$ cat src/rtl/cam_cmd_pkg.sv
// Shared types for the camera command scheduler: FSM states, the queued
// command record and the NOP register address.
package cam_cmd_pkg;

  typedef enum logic [1:0] {
    S_IDLE,
    S_ISSUE,
    S_WAIT,
    S_APPLY
  } state_e;

  // One queued command, 28 bits.
  typedef struct packed {
    logic [7:0]  saddr;
    logic [15:0] sdata;
    logic        rgb;
    logic [1:0]  compression;
    logic        trigger;
  } cam_cmd_t;

  // Register address meaning "apply mode only, skip the I2C write".
  localparam logic [7:0] CAM_SADDR_NOP = 8'hFF;

  // Saturating 8-bit increment for the failure counter.
  function automatic logic [7:0] sat_inc8(input logic [7:0] v);
    return (v == 8'hFF) ? v : v + 8'd1;
  endfunction

endpackage

$ cat src/rtl/cam_cmd_fifo.sv
// Synchronous command queue. Push is ignored when full, pop when empty.
// Pointers wrap naturally because DEPTH is a power of two; the occupancy
// counter holds DEPTH+1 values so full and empty are unambiguous.
module cam_cmd_fifo
  import cam_cmd_pkg::*;
#(
  parameter int DEPTH = 4
) (
  input  logic     clk,
  input  logic     rst,
  input  logic     push,
  input  logic     pop,
  input  cam_cmd_t din,
  output cam_cmd_t dout,
  output logic     full,
  output logic     empty
);
  localparam int AW = $clog2(DEPTH);
  localparam logic [AW:0] FULL_CNT = (AW + 1)'(DEPTH);

  cam_cmd_t        mem_q [DEPTH];
  logic [AW-1:0]   wr_ptr_q, rd_ptr_q;
  logic [AW:0]     cnt_q;
  logic            do_push, do_pop;

  assign full    = (cnt_q == FULL_CNT);
  assign empty   = (cnt_q == '0);
  assign do_push = push & ~full;
  assign do_pop  = pop & ~empty;
  assign dout    = mem_q[rd_ptr_q];

  // Storage array; contents need no reset since occupancy gates reads.
  always_ff @(posedge clk) begin
    if (do_push) mem_q[wr_ptr_q] <= din;
  end

  // Pointer and occupancy bookkeeping.
  always_ff @(posedge clk) begin
    if (rst) begin
      wr_ptr_q <= '0;
      rd_ptr_q <= '0;
      cnt_q    <= '0;
    end else begin
      if (do_push) wr_ptr_q <= wr_ptr_q + 1'b1;
      if (do_pop)  rd_ptr_q <= rd_ptr_q + 1'b1;
      case ({do_push, do_pop})
        2'b10:   cnt_q <= cnt_q + 1'b1;
        2'b01:   cnt_q <= cnt_q - 1'b1;
        default: cnt_q <= cnt_q;
      endcase
    end
  end

endmodule

$ cat src/rtl/cam_cmd_scheduler.sv
// Camera command scheduler: queues commands, issues one I2C register write
// at a time, handles NACK/timeout, and applies the command's mode and
// capture trigger only once the write has succeeded.
// Optional feature macro: CAM_CMD_RETRY_EN (retry NACKed writes up to
// MAX_RETRIES times; when undefined the first NACK fails the command).
module cam_cmd_scheduler
  import cam_cmd_pkg::*;
#(
  parameter int FIFO_DEPTH     = 4,
  parameter int TIMEOUT_CYCLES = 100000,
  parameter int MAX_RETRIES    = 3
) (
  input  logic        clk,
  input  logic        rst,
  input  logic [7:0]  cmd_saddr,
  input  logic [15:0] cmd_sdata,
  input  logic        cmd_rgb,
  input  logic [1:0]  cmd_compression,
  input  logic        cmd_trigger,
  input  logic        cmd_valid,
  output logic        cmd_ready,
  output logic        i2c_start,
  output logic [7:0]  i2c_saddr,
  output logic [15:0] i2c_sdata,
  input  logic        i2c_done,
  input  logic        i2c_ack_err,
  output logic        rgb_to_cam,
  output logic [1:0]  compression_to_cam,
  output logic        trigger_to_cam,
  output logic        sched_busy,
  input  logic        err_clr,
  output logic        err_flag,
  output logic [7:0]  err_count
);
  localparam int            TW       = $clog2(TIMEOUT_CYCLES + 1);
  localparam logic [TW-1:0] TMO_LAST = TW'(TIMEOUT_CYCLES - 1);

  if (FIFO_DEPTH < 2 || (FIFO_DEPTH & (FIFO_DEPTH - 1)) != 0) begin : g_bad_depth
    $error("FIFO_DEPTH must be a power of two >= 2");
  end
  if (MAX_RETRIES < 1 || MAX_RETRIES > 15) begin : g_bad_retries
    $error("MAX_RETRIES must be in 1..15");
  end

  state_e        state_q;
  cam_cmd_t      cur_q, fifo_dout, fifo_din;
  logic [TW-1:0] tmo_q;
  logic          start_q, rgb_q, trig_q, err_flag_q;
  logic [1:0]    comp_q;
  logic [7:0]    err_cnt_q;
  logic          fifo_full, fifo_empty, push, pop;
  logic          fail_now, retry_now;

  assign fifo_din  = '{saddr: cmd_saddr, sdata: cmd_sdata, rgb: cmd_rgb,
                       compression: cmd_compression, trigger: cmd_trigger};
  // Ready reflects pre-pop occupancy, so a full queue refuses even while popping.
  assign cmd_ready = ~fifo_full & ~rst;
  assign push      = cmd_valid & cmd_ready;
  assign pop       = (state_q == S_IDLE) & ~fifo_empty;

  cam_cmd_fifo #(.DEPTH(FIFO_DEPTH)) u_fifo (
    .clk   (clk),
    .rst   (rst),
    .push  (push),
    .pop   (pop),
    .din   (fifo_din),
    .dout  (fifo_dout),
    .full  (fifo_full),
    .empty (fifo_empty)
  );

`ifdef CAM_CMD_RETRY_EN
  localparam logic [3:0] RETRY_LIM = 4'(MAX_RETRIES);
  logic [3:0] retry_q;

  // NACK retry count for the command in flight; cleared once it leaves ISSUE/WAIT.
  always_ff @(posedge clk) begin
    if (rst)                                        retry_q <= '0;
    else if (retry_now)                             retry_q <= retry_q + 4'd1;
    else if (state_q != S_WAIT && state_q != S_ISSUE) retry_q <= '0;
  end
`endif

  // Decide this cycle's WAIT outcome: retry the write, or give up on the command.
  always_comb begin
    fail_now  = 1'b0;
    retry_now = 1'b0;
    if (state_q == S_WAIT) begin
      if (i2c_done) begin
        if (i2c_ack_err) begin
`ifdef CAM_CMD_RETRY_EN
          if (retry_q < RETRY_LIM) retry_now = 1'b1;
          else                     fail_now  = 1'b1;
`else
          fail_now = 1'b1;
`endif
        end
      end else if (tmo_q == TMO_LAST) begin
        fail_now = 1'b1;
      end
    end
  end

  // Main sequencer with registered outputs.
  always_ff @(posedge clk) begin
    if (rst) begin
      state_q    <= S_IDLE;
      cur_q      <= '0;
      tmo_q      <= '0;
      start_q    <= 1'b0;
      rgb_q      <= 1'b0;
      comp_q     <= 2'd0;
      trig_q     <= 1'b0;
      err_flag_q <= 1'b0;
      err_cnt_q  <= 8'd0;
    end else begin
      start_q <= 1'b0;
      trig_q  <= 1'b0;

      // A failure in the same cycle as err_clr leaves exactly one recorded failure.
      if (fail_now) begin
        err_flag_q <= 1'b1;
        err_cnt_q  <= err_clr ? 8'd1 : sat_inc8(err_cnt_q);
      end else if (err_clr) begin
        err_flag_q <= 1'b0;
        err_cnt_q  <= 8'd0;
      end

      case (state_q)
        S_IDLE: begin
          if (!fifo_empty) begin
            cur_q <= fifo_dout;
            if (fifo_dout.saddr == CAM_SADDR_NOP) begin
              state_q <= S_APPLY;
            end else begin
              state_q <= S_ISSUE;
              start_q <= 1'b1;
            end
          end
        end
        S_ISSUE: begin
          tmo_q   <= '0;
          state_q <= S_WAIT;
        end
        S_WAIT: begin
          tmo_q <= tmo_q + 1'b1;
          if (retry_now) begin
            state_q <= S_ISSUE;
            start_q <= 1'b1;
          end else if (fail_now) begin
            state_q <= S_IDLE;
          end else if (i2c_done) begin
            state_q <= S_APPLY;
          end
        end
        S_APPLY: begin
          rgb_q   <= cur_q.rgb;
          comp_q  <= cur_q.compression;
          trig_q  <= cur_q.trigger;
          state_q <= S_IDLE;
        end
        default: state_q <= S_IDLE;
      endcase
    end
  end

  assign i2c_start          = start_q;
  assign i2c_saddr          = cur_q.saddr;
  assign i2c_sdata          = cur_q.sdata;
  assign rgb_to_cam         = rgb_q;
  assign compression_to_cam = comp_q;
  assign trigger_to_cam     = trig_q;
  assign sched_busy         = (state_q != S_IDLE) | ~fifo_empty;
  assign err_flag           = err_flag_q;
  assign err_count          = err_cnt_q;

endmodule

$ cat config.mk
export PLATFORM = sky130hd
export DESIGN_NAME = cam_cmd_scheduler
export DESIGN_NICKNAME = d
export VERILOG_FILES = /design/src/rtl/cam_cmd_pkg.sv /design/src/rtl/cam_cmd_fifo.sv /design/src/rtl/cam_cmd_scheduler.sv
export SDC_FILE = /design/constraint.sdc
export NUM_CORES = 1
export LEC_CHECK = 0
export CAP_MARGIN = 20
export CORE_UTILIZATION = 51
export CTS_CLUSTER_DIAMETER = 80
export DETAILED_ROUTE_END_ITERATION = 8
export GPL_TIMING_DRIVEN = 0
export PLACE_DENSITY = 0.76
export RECOVER_POWER = 50
export SLEW_MARGIN = 10
export SYNTH_ARGS = -nofsm -noshare
export SYNTH_HDL_FRONTEND = slang
export SYNTH_SLANG_ARGS = --single-unit
$ cat constraint.sdc
create_clock -name clk -period 2.56 [get_ports clk]
set_clock_uncertainty 0.15 [all_clocks]
set_input_delay 0.512 -clock clk [delete_from_list [all_inputs] [get_ports clk]]
set_output_delay 0.512 -clock clk [all_outputs]
set_load 0.05 [all_outputs]
==> flow_metrics.py <==
metrics = {
    "critical_path": {
        "startpoint_type": "flip-flop",
        "crit_type": "reg2reg",
        "worst-path-max-fanout": 10,
        "cp_slowest_cell": "nor3_1",
        "max_stage_delay_ns": 0.60,
        "path_buf_inv": 2,
        "path_cells": "inv_1 > ha_1 > buf_2 > nand3_1 > nor3_1 > nand4_1 > xor2_1 > nor2_1",
        "worstPathRequired_ns": 2.70,
        "cp_top_family": "simple AND/OR/NAND/NOR gates",
        "cp.arrival_ns": 2.60,
        "worst_setup_path_end_kind": "flip-flop",
    },
    "routing": {
        "drt-initial-drc-count": 355,
        "drc": 0,
        "first_pass_iters": 5,
        "routedWlPerCell_um": 17.9,
        "postRouteAntennaNets": 0,
        "drt_wl_total_mm": 14.6,
        "num_vias": 4545,
        "vias_per_cell": 5.56,
    },
    "clocking": {
        "cts-hold-fix-buffers": 0,
        "cts_buffer_depth": 2,
        "cts_sinks": 182,
        "cts_made_buffers": 17,
        "cts_root_buffer": "clkbuf_16",
        "worstSkewPairLatency_ns": 0.42,
        "htree_levels": 4,
        "cts_tree": "yes",
        "cts.clk_slew.worst_paths_ns": 0.07,
    },
    "global_routing": {
        "track_usage": 0.219,
        "grt-ovfl-total": 0,
        "first_global_vias": 4699,
        "grt_max_degree": 29,
        "grt_first_pass_wirelength_mm": 23.9,
        "antenna_found_initial": 2,
    },
    "logic_synthesis": {
        "synthArstFlopShare": 0,
        "synth_fa_ha_area_frac": 0.0219,
        "synth_edf_count": 112,
        "syn_area_per_cell_um2": 13.7,
        "synth_area_leader_cell": "edfxtp_1",
        "synth-main-ff-cell": "edfxtp_1",
        "yosysSeqAreaShare": 0.661,
        "synth_top_area_frac": 0.467,
        "syn_area_um2": 7200,
        "synth_seq_cells": 182,
        "synth-compound-area-share": 0.0486,
        "yosys-mux-area-fraction": 0.0945,
        "netlist_top_cells_area": "edfxtp_1 47%, dfxtp_1 19%, mux4_2 8.8%",
        "synth_top_family_by_area": "simple AND/OR/NAND/NOR gates",
        "syn_nets": 573,
        "synth_xor_xnor_area_share": 0.0231,
        "yosys_warnings": 0,
        "yosys.cell_types.count": 44,
        "yosys.area_share.simple": 0.108,
        "synthCells": 527,
    },
    "timing": {
        "max-slew-margin-rel": 0.462,
        "tightest_slew_ns": 0.808,
        "max_freq_mhz": 407,
        "period_share": 0.960,
        "hold_viol": 0,
        "fin_crit_ns": 2.46,
        "setup-violations-final": 0,
        "layout_setup_ws_ns": 0.103,
        "maxSlewViolCount": 0,
    },
    "final_layout": {
        "final_cell_mix": "112 x edfxtp_1, 70 x nand2_1, 67 x dfxtp_1",
        "area_growth_pct": 22.1,
        "fin_nets": 668,
        "final_core_util": 0.636,
        "drive_gt1_frac": 0.173,
        "layout_commonest_cell": "edfxtp_1",
    },
    "run": {
        "drv_cap": 0,
    },
    "placed_design": {
        "hpwl_mm": 9.47,
        "place.gp.congestion": 0.851,
        "portBuffers": 73,
        "pre_cts_ws_ns": -0.476,
    },
    "run_status": {
        "status": "completed",
    },
    "die": {
        "die-area_um2": 14600,
        "dieWidth_um": 121,
        "start_util": 0.521,
        "fp.dieH_um": 121,
        "num_rows": 43,
        "io-pin-count": 74,
        "coreArea_um2": 13800,
    },
    "power": {
        "vdd_ir_drop_max_mv": 0.697,
        "p_leak_nw": 2.96,
        "power_density_nw_per_um2": 1070,
    },
    "hold_path": {
        "hold_class": "reg2reg",
    },
}
-- repair_timing --
action | CTS | global route
gates resized for setup | 7 | 9
buffers inserted | 0 | 4
endpoints found under the setup margin | 3 | 3
-- area by class of cell --
class / instances / area, um^2
fill: 994 / 5030
sequential: 182 / 4770
clock inverter: 15 / 141
inverter: 10 / 37.5
multi-input combinational: 288 / 2170
clock buffer: 17 / 425
antenna: 2 / 5.00
timing repair buffer: 77 / 753
tap: 180 / 225
buffer: 46 / 269
-- worst register-to-register path: cells and delay by family (launching register included) --
kind | cells | cell delay (ns)
and+or+nand+nor | 4 | 1.00
DFF | 1 | 0.36
buffers and inverters | 2 | 0.34
adders and majority gates | 1 | 0.29
xor gates and xnor gates | 1 | 0.19
-- logic make-up after synthesis --
group	after synthesis
compound gates	62
xor+xnor	19
fa+ha+maj	12
buf+inv	57
flops	182
mux	33
simple gates	162
-- synthesized netlist by cell type (3+ instances only) --
cell type / instances
nand3_1: 15
o21ai_0: 7
and4_1: 4
o31ai_1: 6
xor2_1: 13
and3_1: 6
mux2i_1: 5
a31oi_1: 3
nand2_1: 70
mux4_2: 28
ha_1: 11
buf_2: 5
edfxtp_1: 112
nand4_1: 7
a21oi_1: 39
and2_1: 3
inv_1: 10
nor3_1: 7
xnor2_1: 6
buf_4: 24
buf_1: 3
nor2_1: 32
clkbuf_1: 15
or4_1: 3
dfxtp_1: 70
-- through the flow --
| stage | setup TNS [ns] | total power [mW] | hold WS [ns] | instances | instance area [um^2] |
|---|---|---|---|---|---|
| final | 0 | 9.37 | 0.311 | 817 | 8800 |
| after floorplan | 0 | 5.96 | 0.269 | 527 | 7220 |
| after global routing | -0.00865 | 9.83 | 0.323 | 816 | 8800 |
| after global placement | -64.86 | 6.75 | 0.293 | 780 | 8170 |
| after detailed placement | -3.21 | 6.86 | 0.301 | 780 | 8180 |
| after CTS | -0.126 | 9.32 | 0.311 | 811 | 8750 |
-- registers in the layout, summed over array words and instances (netlist names), named ones only --
| signal | flops |
|---|---|
| u_fifo.mem_q | 112 |
| err_count | 8 |
| compression_to_cam | 2 |
| u_fifo.rd_ptr_q | 2 |
| err_flag | 1 |
| rgb_to_cam | 1 |
| state_q | 2 |
| i2c_saddr | 8 |
| i2c_start | 1 |
| u_fifo.wr_ptr_q | 2 |
| u_fifo.cnt_q | 3 |
| trigger_to_cam | 1 |
| i2c_sdata | 16 |
| tmo_q | 17 |
| cur_q | 4 |
-- layer usage --
| layer | part of all wire | track usage |
|---|---|---|
| met4 | 0.013 | 0.0679 |
| met2 | 0.52 | 0.384 |
| met5 | 0 | 0 |
| met1 | 0.41 | 0.264 |
| met3 | 0.057 | 0.0555 |
-- worst paths after layout --
| check | startpoint | to | slack, ns | depth (start not counted) |
|---|---|---|---|---|
| setup / recovery | state_q[1]$_SDFFE_PP0P_ | tmo_q[14]$_SDFFE_PP0P_ | 0.10 | 8 |
| hold / removal | i2c_sdata[7]$_SDFFE_PP0P_ | i2c_sdata[7]$_SDFFE_PP0P_ | 0.31 | 2 |
| setup reg to reg | state_q[1]$_SDFFE_PP0P_ | tmo_q[14]$_SDFFE_PP0P_ | 0.10 | 8 |
| hold reg to reg | i2c_sdata[7]$_SDFFE_PP0P_ | i2c_sdata[7]$_SDFFE_PP0P_ | 0.31 | 2 |
-- power breakdown --
| part | switching [mW] | internal, mW |
|---|---|---|
| combinational | 1.91 | 1.30 |
| sequential | 0.219 | 3.49 |
| clock | 1.19 | 1.28 |
Note: power is estimated with default switching activity, not from simulation.
